===== config.mk =====
export PLATFORM = sky130hd
export DESIGN_NAME = sede_frame_ctrl_flat
export DESIGN_NICKNAME = d
export VERILOG_FILES = /design/src/rtl/sede_frame_ctrl_if.sv /design/src/rtl/sede_frame_ctrl.sv /design/src/flat_wrapper.sv
export SDC_FILE = /design/constraint.sdc
export NUM_CORES = 1
export LEC_CHECK = 0
export CAP_MARGIN = 0
export CORE_ASPECT_RATIO = 0.8
export CORE_MARGIN = 5
export CORE_UTILIZATION = 25
export CTS_BUF_LIST = sky130_fd_sc_hd__clkbuf_4
export CTS_CLUSTER_SIZE = 40
export DETAILED_ROUTE_END_ITERATION = 6
export GPL_ROUTABILITY_DRIVEN = 0
export SYNTH_ARGS = -nofsm -noshare
export SYNTH_HDL_FRONTEND = slang
export SYNTH_SLANG_ARGS = --single-unit

===== constraint.sdc =====
create_clock -name clk -period 2.24 [get_ports clk]
set_input_delay 0.224 -clock clk [delete_from_list [all_inputs] [get_ports clk]]
set_output_delay 0.224 -clock clk [all_outputs]
set_load 0.02 [all_outputs]

===== src/rtl/sede_frame_ctrl_if.sv =====
// Harness-side bus of the Sobel frame controller: start/status, image ROM
// read port, edge-engine pixel/result stream and result RAM write port.
interface sede_frame_ctrl_if #(parameter int AW = 10);
  logic          start, busy, done, err;
  logic [7:0]    frame_cnt;
  logic          rom_rd;
  logic [AW-1:0] rom_addr;
  logic [7:0]    rom_data;
  logic          eng_rst, pix_en;
  logic [7:0]    pix_data;
  logic          eng_busy, eng_valid;
  logic [7:0]    eng_edge;
  logic          res_wr;
  logic [AW-1:0] res_addr;
  logic [7:0]    res_data;

  modport master (
    input  start, rom_data, eng_busy, eng_valid, eng_edge,
    output busy, done, err, frame_cnt, rom_rd, rom_addr, eng_rst,
           pix_en, pix_data, res_wr, res_addr, res_data
  );
  modport slave (
    output start, rom_data, eng_busy, eng_valid, eng_edge,
    input  busy, done, err, frame_cnt, rom_rd, rom_addr, eng_rst,
           pix_en, pix_data, res_wr, res_addr, res_data
  );
endinterface


===== src/rtl/sede_frame_ctrl.sv =====
// Frame controller for the Sobel edge engine: resets the engine, feeds one
// frame from ROM under back-pressure, captures edge samples, reports done/err.
module sede_frame_ctrl #(
  parameter int IMG_W   = 32,
  parameter int IMG_H   = 32,
  parameter int AW      = 10,
  parameter int TIMEOUT = 255
) (
  input  logic              clk,
  input  logic              rst,
  sede_frame_ctrl_if.master b
);
  localparam int            NPIX   = IMG_W * IMG_H;
  localparam int            CW     = AW + 1;
  localparam int            IW     = $clog2(TIMEOUT + 1);
  localparam logic [CW-1:0] NPIX_C = CW'(NPIX);

  typedef enum logic [2:0] {IDLE, CLR, FEED, DRAIN, DONE} state_e;

  state_e        state_q, state_d;
  logic          clr_q, clr_d;
  logic [CW-1:0] rd_cnt_q, rd_cnt_d, in_cnt_q, in_cnt_d, out_cnt_q, out_cnt_d;
  logic [IW-1:0] idle_q, idle_d;
  logic          err_q, err_d;
  logic [7:0]    fcnt_q, fcnt_d;
  logic          rd_fly_q, rd_fly_d;
  logic          skid_vld_q, skid_vld_d;
  logic [7:0]    skid_q, skid_d;
  logic          res_wr_q, res_wr_d;
  logic [AW-1:0] res_addr_q, res_addr_d;
  logic [7:0]    res_data_q, res_data_d;
  logic          feed, rd, pix, cap;

  always_comb begin
    feed = (state_q == FEED);
    // A pending skid byte blocks new reads so at most one byte is ever parked.
    rd   = feed && !b.eng_busy && !skid_vld_q && (rd_cnt_q < NPIX_C);
    pix  = feed && !b.eng_busy && (rd_fly_q || skid_vld_q);
    cap  = b.eng_valid && (state_q == FEED || state_q == DRAIN) && (out_cnt_q < NPIX_C);

    state_d    = state_q;
    clr_d      = 1'b0;
    rd_cnt_d   = rd_cnt_q + CW'(rd);
    in_cnt_d   = in_cnt_q + CW'(pix);
    out_cnt_d  = out_cnt_q + CW'(cap);
    idle_d     = '0;
    err_d      = err_q;
    fcnt_d     = fcnt_q;
    rd_fly_d   = rd;
    skid_d     = skid_q;
    skid_vld_d = skid_vld_q;
    res_wr_d   = cap;
    res_addr_d = cap ? out_cnt_q[AW-1:0] : res_addr_q;
    res_data_d = cap ? b.eng_edge : res_data_q;

    if (rd_fly_q && b.eng_busy) begin
      skid_d     = b.rom_data;
      skid_vld_d = 1'b1;
    end else if (pix) begin
      skid_vld_d = 1'b0;
    end

    case (state_q)
      IDLE: if (b.start) begin
        state_d    = CLR;
        err_d      = 1'b0;
        rd_cnt_d   = '0;
        in_cnt_d   = '0;
        out_cnt_d  = '0;
        skid_vld_d = 1'b0;
      end
      CLR: begin
        clr_d = ~clr_q;
        if (clr_q) state_d = FEED;
      end
      FEED: if (in_cnt_d == NPIX_C) state_d = DRAIN;
      DRAIN: begin
        // Idle time is counted from the last capture write, one cycle after eng_valid.
        if (out_cnt_q == NPIX_C) begin
          state_d = DONE;
          fcnt_d  = fcnt_q + 8'd1;
        end else if (b.eng_valid) begin
          idle_d = '0;
        end else if (idle_q == IW'(TIMEOUT - 1)) begin
          state_d = DONE;
          err_d   = 1'b1;
          fcnt_d  = fcnt_q + 8'd1;
        end else begin
          idle_d = idle_q + IW'(1);
        end
      end
      DONE:    state_d = IDLE;
      default: state_d = IDLE;
    endcase
  end

  always_ff @(posedge clk or posedge rst) begin
    if (rst) begin
      state_q    <= IDLE;
      clr_q      <= 1'b0;
      rd_cnt_q   <= '0;
      in_cnt_q   <= '0;
      out_cnt_q  <= '0;
      idle_q     <= '0;
      err_q      <= 1'b0;
      fcnt_q     <= '0;
      rd_fly_q   <= 1'b0;
      skid_q     <= '0;
      skid_vld_q <= 1'b0;
      res_wr_q   <= 1'b0;
      res_addr_q <= '0;
      res_data_q <= '0;
    end else begin
      state_q    <= state_d;
      clr_q      <= clr_d;
      rd_cnt_q   <= rd_cnt_d;
      in_cnt_q   <= in_cnt_d;
      out_cnt_q  <= out_cnt_d;
      idle_q     <= idle_d;
      err_q      <= err_d;
      fcnt_q     <= fcnt_d;
      rd_fly_q   <= rd_fly_d;
      skid_q     <= skid_d;
      skid_vld_q <= skid_vld_d;
      res_wr_q   <= res_wr_d;
      res_addr_q <= res_addr_d;
      res_data_q <= res_data_d;
    end
  end

  assign b.busy      = (state_q != IDLE);
  assign b.done      = (state_q == DONE);
  assign b.err       = err_q;
  assign b.frame_cnt = fcnt_q;
  assign b.eng_rst   = (state_q == CLR);
  assign b.rom_rd    = rd;
  assign b.rom_addr  = rd_cnt_q[AW-1:0];
  assign b.pix_en    = pix;
  assign b.pix_data  = !pix ? 8'd0 : (skid_vld_q ? skid_q : b.rom_data);
  assign b.res_wr    = res_wr_q;
  assign b.res_addr  = res_addr_q;
  assign b.res_data  = res_data_q;

  a_no_pix_when_busy: assert property (@(posedge clk) disable iff (rst) !(b.pix_en && b.eng_busy));

endmodule


===== src/flat_wrapper.sv =====
// flat-port wrapper written by rule: the top's interface ports become plain ports
module sede_frame_ctrl_flat 
#(
  parameter int IMG_W   = 32,
  parameter int IMG_H   = 32,
  parameter int AW      = 10,
  parameter int TIMEOUT = 255
)
  (clk, rst, b_start, b_rom_data, b_eng_busy, b_eng_valid, b_eng_edge, b_busy, b_done, b_err, b_frame_cnt, b_rom_rd, b_rom_addr, b_eng_rst, b_pix_en, b_pix_data, b_res_wr, b_res_addr, b_res_data);
  sede_frame_ctrl_if #(.AW(AW)) b_i ();
  input  logic clk;
  input  logic rst;
  input wire logic [$bits(b_i.start)-1:0] b_start;
  input wire logic [$bits(b_i.rom_data)-1:0] b_rom_data;
  input wire logic [$bits(b_i.eng_busy)-1:0] b_eng_busy;
  input wire logic [$bits(b_i.eng_valid)-1:0] b_eng_valid;
  input wire logic [$bits(b_i.eng_edge)-1:0] b_eng_edge;
  output wire logic [$bits(b_i.busy)-1:0] b_busy;
  output wire logic [$bits(b_i.done)-1:0] b_done;
  output wire logic [$bits(b_i.err)-1:0] b_err;
  output wire logic [$bits(b_i.frame_cnt)-1:0] b_frame_cnt;
  output wire logic [$bits(b_i.rom_rd)-1:0] b_rom_rd;
  output wire logic [$bits(b_i.rom_addr)-1:0] b_rom_addr;
  output wire logic [$bits(b_i.eng_rst)-1:0] b_eng_rst;
  output wire logic [$bits(b_i.pix_en)-1:0] b_pix_en;
  output wire logic [$bits(b_i.pix_data)-1:0] b_pix_data;
  output wire logic [$bits(b_i.res_wr)-1:0] b_res_wr;
  output wire logic [$bits(b_i.res_addr)-1:0] b_res_addr;
  output wire logic [$bits(b_i.res_data)-1:0] b_res_data;
  assign b_i.start = b_start;
  assign b_i.rom_data = b_rom_data;
  assign b_i.eng_busy = b_eng_busy;
  assign b_i.eng_valid = b_eng_valid;
  assign b_i.eng_edge = b_eng_edge;
  assign b_busy = b_i.busy;
  assign b_done = b_i.done;
  assign b_err = b_i.err;
  assign b_frame_cnt = b_i.frame_cnt;
  assign b_rom_rd = b_i.rom_rd;
  assign b_rom_addr = b_i.rom_addr;
  assign b_eng_rst = b_i.eng_rst;
  assign b_pix_en = b_i.pix_en;
  assign b_pix_data = b_i.pix_data;
  assign b_res_wr = b_i.res_wr;
  assign b_res_addr = b_i.res_addr;
  assign b_res_data = b_i.res_data;
  sede_frame_ctrl #(.IMG_W(IMG_W), .IMG_H(IMG_H), .AW(AW), .TIMEOUT(TIMEOUT)) u_core (.clk(clk), .rst(rst), .b(b_i));
endmodule

# ---- Yosys cells after proc, flatten, opt, wreduce, memory -nomap -nowiden
# Cells that the tools add are included.
# W data, S select, Z words.
dict set report word_totals {
  elab_cells 88
  mem_bits_ro 0
  in_bits 21
  out_inout_bits 51
  ff_bits 83
  ramBits 0
  n_memories 0
  latch_bits 0
}
dict set report classes {
  muxes 32
  div 0
  multipliers 0
  n_reduce_logical 18
  n_eq_ne 16
  n_shift 0
  bitwise_logic 1
  magnitude_cmp 2
  addsub 5
}
# op n
set op_table {}
lappend op_table {{$mux W8} 9}
lappend op_table {{$mux W11} 6}
lappend op_table {{$add A11 B1 Y11} 3}
lappend op_table {{$eq A11 B11 Y1 const B} 2}
lappend op_table {{$lt A11 B11 Y1 const B} 2}
lappend op_table {{$mux W3} 6}
lappend op_table {{$add A8 B1 Y8 const B} 2}
lappend op_table {{$pmux W3 S4} 1}
lappend op_table {{$ne A2 B2 Y1 const B} 5}
lappend op_table {{$reduce_and A5 Y1} 2}
lappend op_table {{$mux W1} 9}
lappend op_table {{$eq A8 B8 Y1 const B} 1}
lappend op_table {{$logic_and A1 B1 Y1} 7}
lappend op_table {{$eq A3 B2 Y1 const B} 2}
lappend op_table {{$ne A3 B3 Y1 const B} 2}
lappend op_table {{$ne A2 B1 Y1 const B} 2}
lappend op_table {{$reduce_bool A2 Y1} 2}
lappend op_table {{$eq A3 B1 Y1 const B} 1}
lappend op_table {{$eq A3 B3 Y1 const B} 1}
lappend op_table {{$logic_not A3 Y1} 1}
lappend op_table {{$reduce_and A3 Y1} 1}
lappend op_table {{$reduce_bool A3 Y1} 1}
lappend op_table {{$logic_not A1 Y1} 2}
lappend op_table {{$logic_or A1 B1 Y1} 2}
lappend op_table {{2 further kinds} 2}

# ---- Logic depth before layout (Yosys ltp)
dict set report depth {
  ltp_word 7
  mapped_depth 11
  ltp_nobuf 11
}

# ---- Worst setup path before layout
# Ideal clock, no wire load.
dict set report synth_path {
  path_kind {flip-flop to flip-flop}
  start {register u_core.state_q[2]}
  end {register u_core.in_cnt_q[10]}
  slack_ns -0.336
  n_path_buf 0
  t_arrival_ns 2.455
  stages_incl_launch_ff 12
  setup_time_ns 0.121
  period_less_slack_ns 2.576
  t_required_ns 2.119
  cell_sequence {dfrtp_1 -> nand2b_1 -> nor3_1 -> o21ai_1 -> inv_1 -> ha_1 -> ha_1 -> nand3_1 -> nor3_1 -> nand3_1 -> xor2_1 -> nor2_1}
}
dict set report synth_via {
  elab_chain_cells 6
  word_cells_on_any_way 7
  cone_classes {add/sub (1); eq/ne (1); mux (2); reduce/logical (3)}
}
# item line_no
set synth_lines {}
lappend synth_lines {{from (decl)} sede_frame_ctrl.sv:20} ;# state_e state_q, state_d;
lappend synth_lines {{from (signal assigned)} sede_frame_ctrl.sv:114} ;# state_q <= state_d;
lappend synth_lines {{$eq A3 B2 Y1 *} sede_frame_ctrl.sv:35} ;# feed = (state_q == FEED);
lappend synth_lines {{$logic_and A1 B1 Y1 * (2 in a row)} sede_frame_ctrl.sv:38} ;# pix = feed && !b.eng_busy && (rd_fly_q || skid_vld_q);
lappend synth_lines {{via b_pix_en} flat_wrapper.sv:25} ;# output wire logic [$bits(b_i.pix_en)-1:0] b_pix_en;
lappend synth_lines {{$add A11 B1 Y11 *} sede_frame_ctrl.sv:44} ;# in_cnt_d = in_cnt_q + CW'(pix);
lappend synth_lines {{$mux W11} sede_frame_ctrl.sv:64} ;# IDLE: if (b.start) begin
lappend synth_lines {{$mux W11 *} sede_frame_ctrl.sv:63} ;# case (state_q)
lappend synth_lines {{via u_core.in_cnt_d[10]} sede_frame_ctrl.sv:22} ;# logic [CW-1:0] rd_cnt_q, rd_cnt_d, in_cnt_q, in_cnt_d, out_cnt_q, out_cnt_d;
lappend synth_lines {{to (signal assigned)} sede_frame_ctrl.sv:117} ;# in_cnt_q <= in_cnt_d;
lappend synth_lines {{to (decl)} sede_frame_ctrl.sv:22}
# Mark *: on every way through the listed nets, which the timed path passes. The rest lies on a longest branch.
# A chain may end at the register's enable or synchronous reset.

# ---- Worst setup path in the final report
dict set report layout_path {
  start {register u_core.state_q[2]}
  end {register u_core.state_q[0]}
}
dict set report layout_via {
  elab_chain_cells 7
  word_cells_on_any_way 15
  cone_classes {add/sub (1); eq/ne (9); mux (1); reduce/logical (4)}
}
# item line_no
set layout_lines {}
lappend layout_lines {{$eq A3 B2 Y1} {sede_frame_ctrl.sv:35, sede_frame_ctrl.sv:63}}
lappend layout_lines {{$logic_and A1 B1 Y1 (2 in a row)} sede_frame_ctrl.sv:38}
lappend layout_lines {{$add A11 B1 Y11} sede_frame_ctrl.sv:44}
lappend layout_lines {{$eq A11 B11 Y1} sede_frame_ctrl.sv:76} ;# FEED: if (in_cnt_d == NPIX_C) state_d = DRAIN;
lappend layout_lines {{$ne A2 B2 Y1 (no source line)} n/a}
lappend layout_lines {{$reduce_and A5 Y1 (no source line)} n/a}
# Parallel ways exist; a longest one is shown, timed or not.

==> reports/qor.yml <==
ys_ff_latch: 83
critPathMaxStageDelay_ns: 0.41
stdcell_count: 647
cts_buffer_depth: 2
grt-ovfl-total: 0
io_pins: 72
multi_input_area_um2: 1730
p_per_area_nw_per_um2: 874
ir_drop_uv: 271
die-height_um: 121
cap_violations: 0
maxSlewHeadroom: 0.695
synth_common_cells: "dfrtp_1 (83), nor2_1 (51), mux2_2 (27)"
pre_cts_ws_ns: -0.152
synth-async-reset-ratio: 1.00
cts.sinks: 83
root_buffer: "clkbuf_4"
drc: 0
die_w_um: 149
rr_startpoint: "u_core.state_q[2]"
cts_tree: "yes"
antenna_found_initial: 0
fillers: 1562
track_usage: 0.0968
antenna_cells: 0
synth_warnings: 0
reg2reg_to: "u_core.state_q[0]"
synth_top_area_share: 0.537
critPathCaptureType: "register"
area_growth_pct: 31.9
fin_ws_ns: 0.124
cp-endpoint: "u_core.state_q[0]"
grt_start_max_net_pins: 84
wirelength_um: 8510
cts_inserted_buffers: 9
criticalPathCategory: "reg -> reg"
critPathMaxFanout: 5
status: "complete, no violations"
seq_area_um2: 2080
yosysTopAreaCell: "dfrtp_1"
numPortBuffers: 71
p_leak_uw: 0.00224
finalMaxSlewViolations: 0
yosysMostFrequentCell: "dfrtp_1"
avgSynthCellArea_um2: 11.2
synth_area_um2: 3870
cp.depth: 10
finalSetupViolations: 0
dp.cells: 629
die-area_um2: 18100
hold_class: "in -> async"
synth_edf_count: 0
clk_pin_slew_ns: 0.15
hpwl_um: 5920
nNetsFinal: 462
cp-start-kind: "register"
final_hold_viol_count: 0
worstPathCellList: "nand2b_4 -> nor3_2 -> o21ai_2 -> inv_2 -> ha_2 -> nand4_1 -> buf_4 -> nor4_1 -> nor3_1 -> o32ai_1"
vias: 2732
r2r_cells: 10
vias_per_cell: 4.22
reg2reg_slack_ns: 0.12
fin_crit_sh: 0.945
grt_pass1_vias: 2792
path_delay_family: "simple AND/OR/NAND/NOR gates"
synth_top_cells_by_area: "dfrtp_1 (54%), mux2_2 (7.9%), nor2_1 (5.0%)"
cts_htree_levels: 3
drtAntennaViolNets: 0
seq_area_frac_synth: 0.537
holdWs_ns: 0.214
worstPathRequired_ns: 2.62
rsz0062_at_grt: "no"
drtPass1Iterations: 4
finClkSkew_ns: 0.0166
core_area_um2: 15100
arrival_ns: 2.50
cp.buffers_inverters: 2
power_uw: 4460
syn_nets: 376
avgRoutedWirePerCell_um: 13.2
drt-initial-drc-count: 85
tightest_slew_ns: 0.457
drive_gt1_frac: 0.199
fmax_ghz: 0.473
slowest_stage: "dfrtp_1"
grt_pass1_wl_um: 14000
rows: 40
period_minus_slack_ns: 2.12
initial_core_util: 0.256
startpoint: "u_core.state_q[2]"
utilization: 0.338
ys.flop_type: "dfrtp_1"
synthCells: 346
clkLatencyLatePin_ns: 0.46
synth_cell_type_count: 37
==> what timing repair did <==
action / CTS / global route
setup buffers: 0 / 2
hold buffers: 0 / 0
resized for setup: 11 / 20
pin swaps: 1 / 3
endpoints found under the setup margin: 12 / 18
==> registers in the layout, summed over array words and instances (netlist names) <==
| signal | flops |
|---|---|
| u_core.in_cnt_q | 11 |
| u_core.out_cnt_q | 11 |
| u_core.rd_cnt_q | 11 |
| u_core.b.res_addr | 10 |
| u_core.b.frame_cnt | 8 |
| u_core.b.res_data | 8 |
| u_core.idle_q | 8 |
| u_core.skid_q | 8 |
| u_core.state_q | 3 |
| u_core.b.err | 1 |
| u_core.b.res_wr | 1 |
| u_core.clr_q | 1 |
| u_core.rd_fly_q | 1 |
| u_core.skid_vld_q | 1 |
==> area by class of cell <==
class / count / area share
Timing Repair Buffer: 93 / 0.174
Inverter: 7 / 0.00589
Sequential cell: 83 / 0.407
Tap cell: 210 / 0.0515
Clock inverter: 7 / 0.00858
Clock buffer: 9 / 0.0132
Multi-Input combinational cell: 238 / 0.340
==> power by group <==
group	switching (µW)	total [µW]	internal, µW
Combinational	801	1640	840
Clock	558	782	224
Sequential	233	2040	1800
==> worst min path at each step <==
stage / start / to / slack (ns) / cells after the start
floorplan: b_rom_data[0] / u_core.skid_q[0] / 0.37 / 1
global placement: u_core.clr_q / u_core.clr_q / 0.44 / 1
detailed placement: u_core.clr_q / u_core.clr_q / 0.45 / 1
CTS: rst / u_core.skid_q[2] / 0.19 / 3
global route: rst / u_core.in_cnt_q[0] / 0.25 / 3
finish: rst / u_core.skid_q[2] / 0.21 / 3
==> tightest hold or removal path, cell delays in order <==
cell,delay [ns]
clkdlybuf4s50_1,0.44
clkinvlp_4,0.10
buf_12,0.36
==> layer usage <==
metal  wire, µm  global-route usage  vias up
li1           -                   -     1352
met3        429              0.0362       12
met1       4240               0.129     1323
met5          0                   0        -
met4        123              0.0309        0
met2       3710               0.145       45
==> through the flow <==
| step | TNS, ns | cell area [µm²] |
|---|---|---|
| 2_1_floorplan | 0 | 3920 |
| 3_3_place_gp | -0.0830 | 4950 |
| 3_5_place_dp | -0.298 | 4950 |
| 4_1_cts | -0.00611 | 5050 |
| 5_1_grt | 0 | 5100 |
| 6_report | 0 | 5100 |
==> kinds of logic (layout without fill, tap and decap cells) <==
group                    count (synthesis)  count (layout)  synth area share
multiplexers                            36              36             0.102
flip-flops                              83              83             0.537
AO/OA/AOI/OAI                           19              19            0.0330
adder cells (fa/ha/maj)                  9               9            0.0291
XOR/XNOR                                39              39            0.0884
AND/OR/NAND/NOR                        135             135             0.174
buffers and inverters                   25             116            0.0366
==> layout by cell type (no fill, tap or decap), types with 7 or more instances in the layout <==
cell type | Yosys | final
dfrtp_1 | 83 | 83
clkdlybuf4s50_1 | 0 | 58
nor2_1 | 51 | 49
mux2_2 | 27 | 27
xnor2_1 | 21 | 21
buf_4 | 11 | 20
nand3_1 | 20 | 19
xor2_1 | 18 | 18
nand2_1 | 12 | 12
mux2i_1 | 9 | 9
clkbuf_4 | 0 | 9
and3_1 | 8 | 7
(Power assumes the default switching activity.)
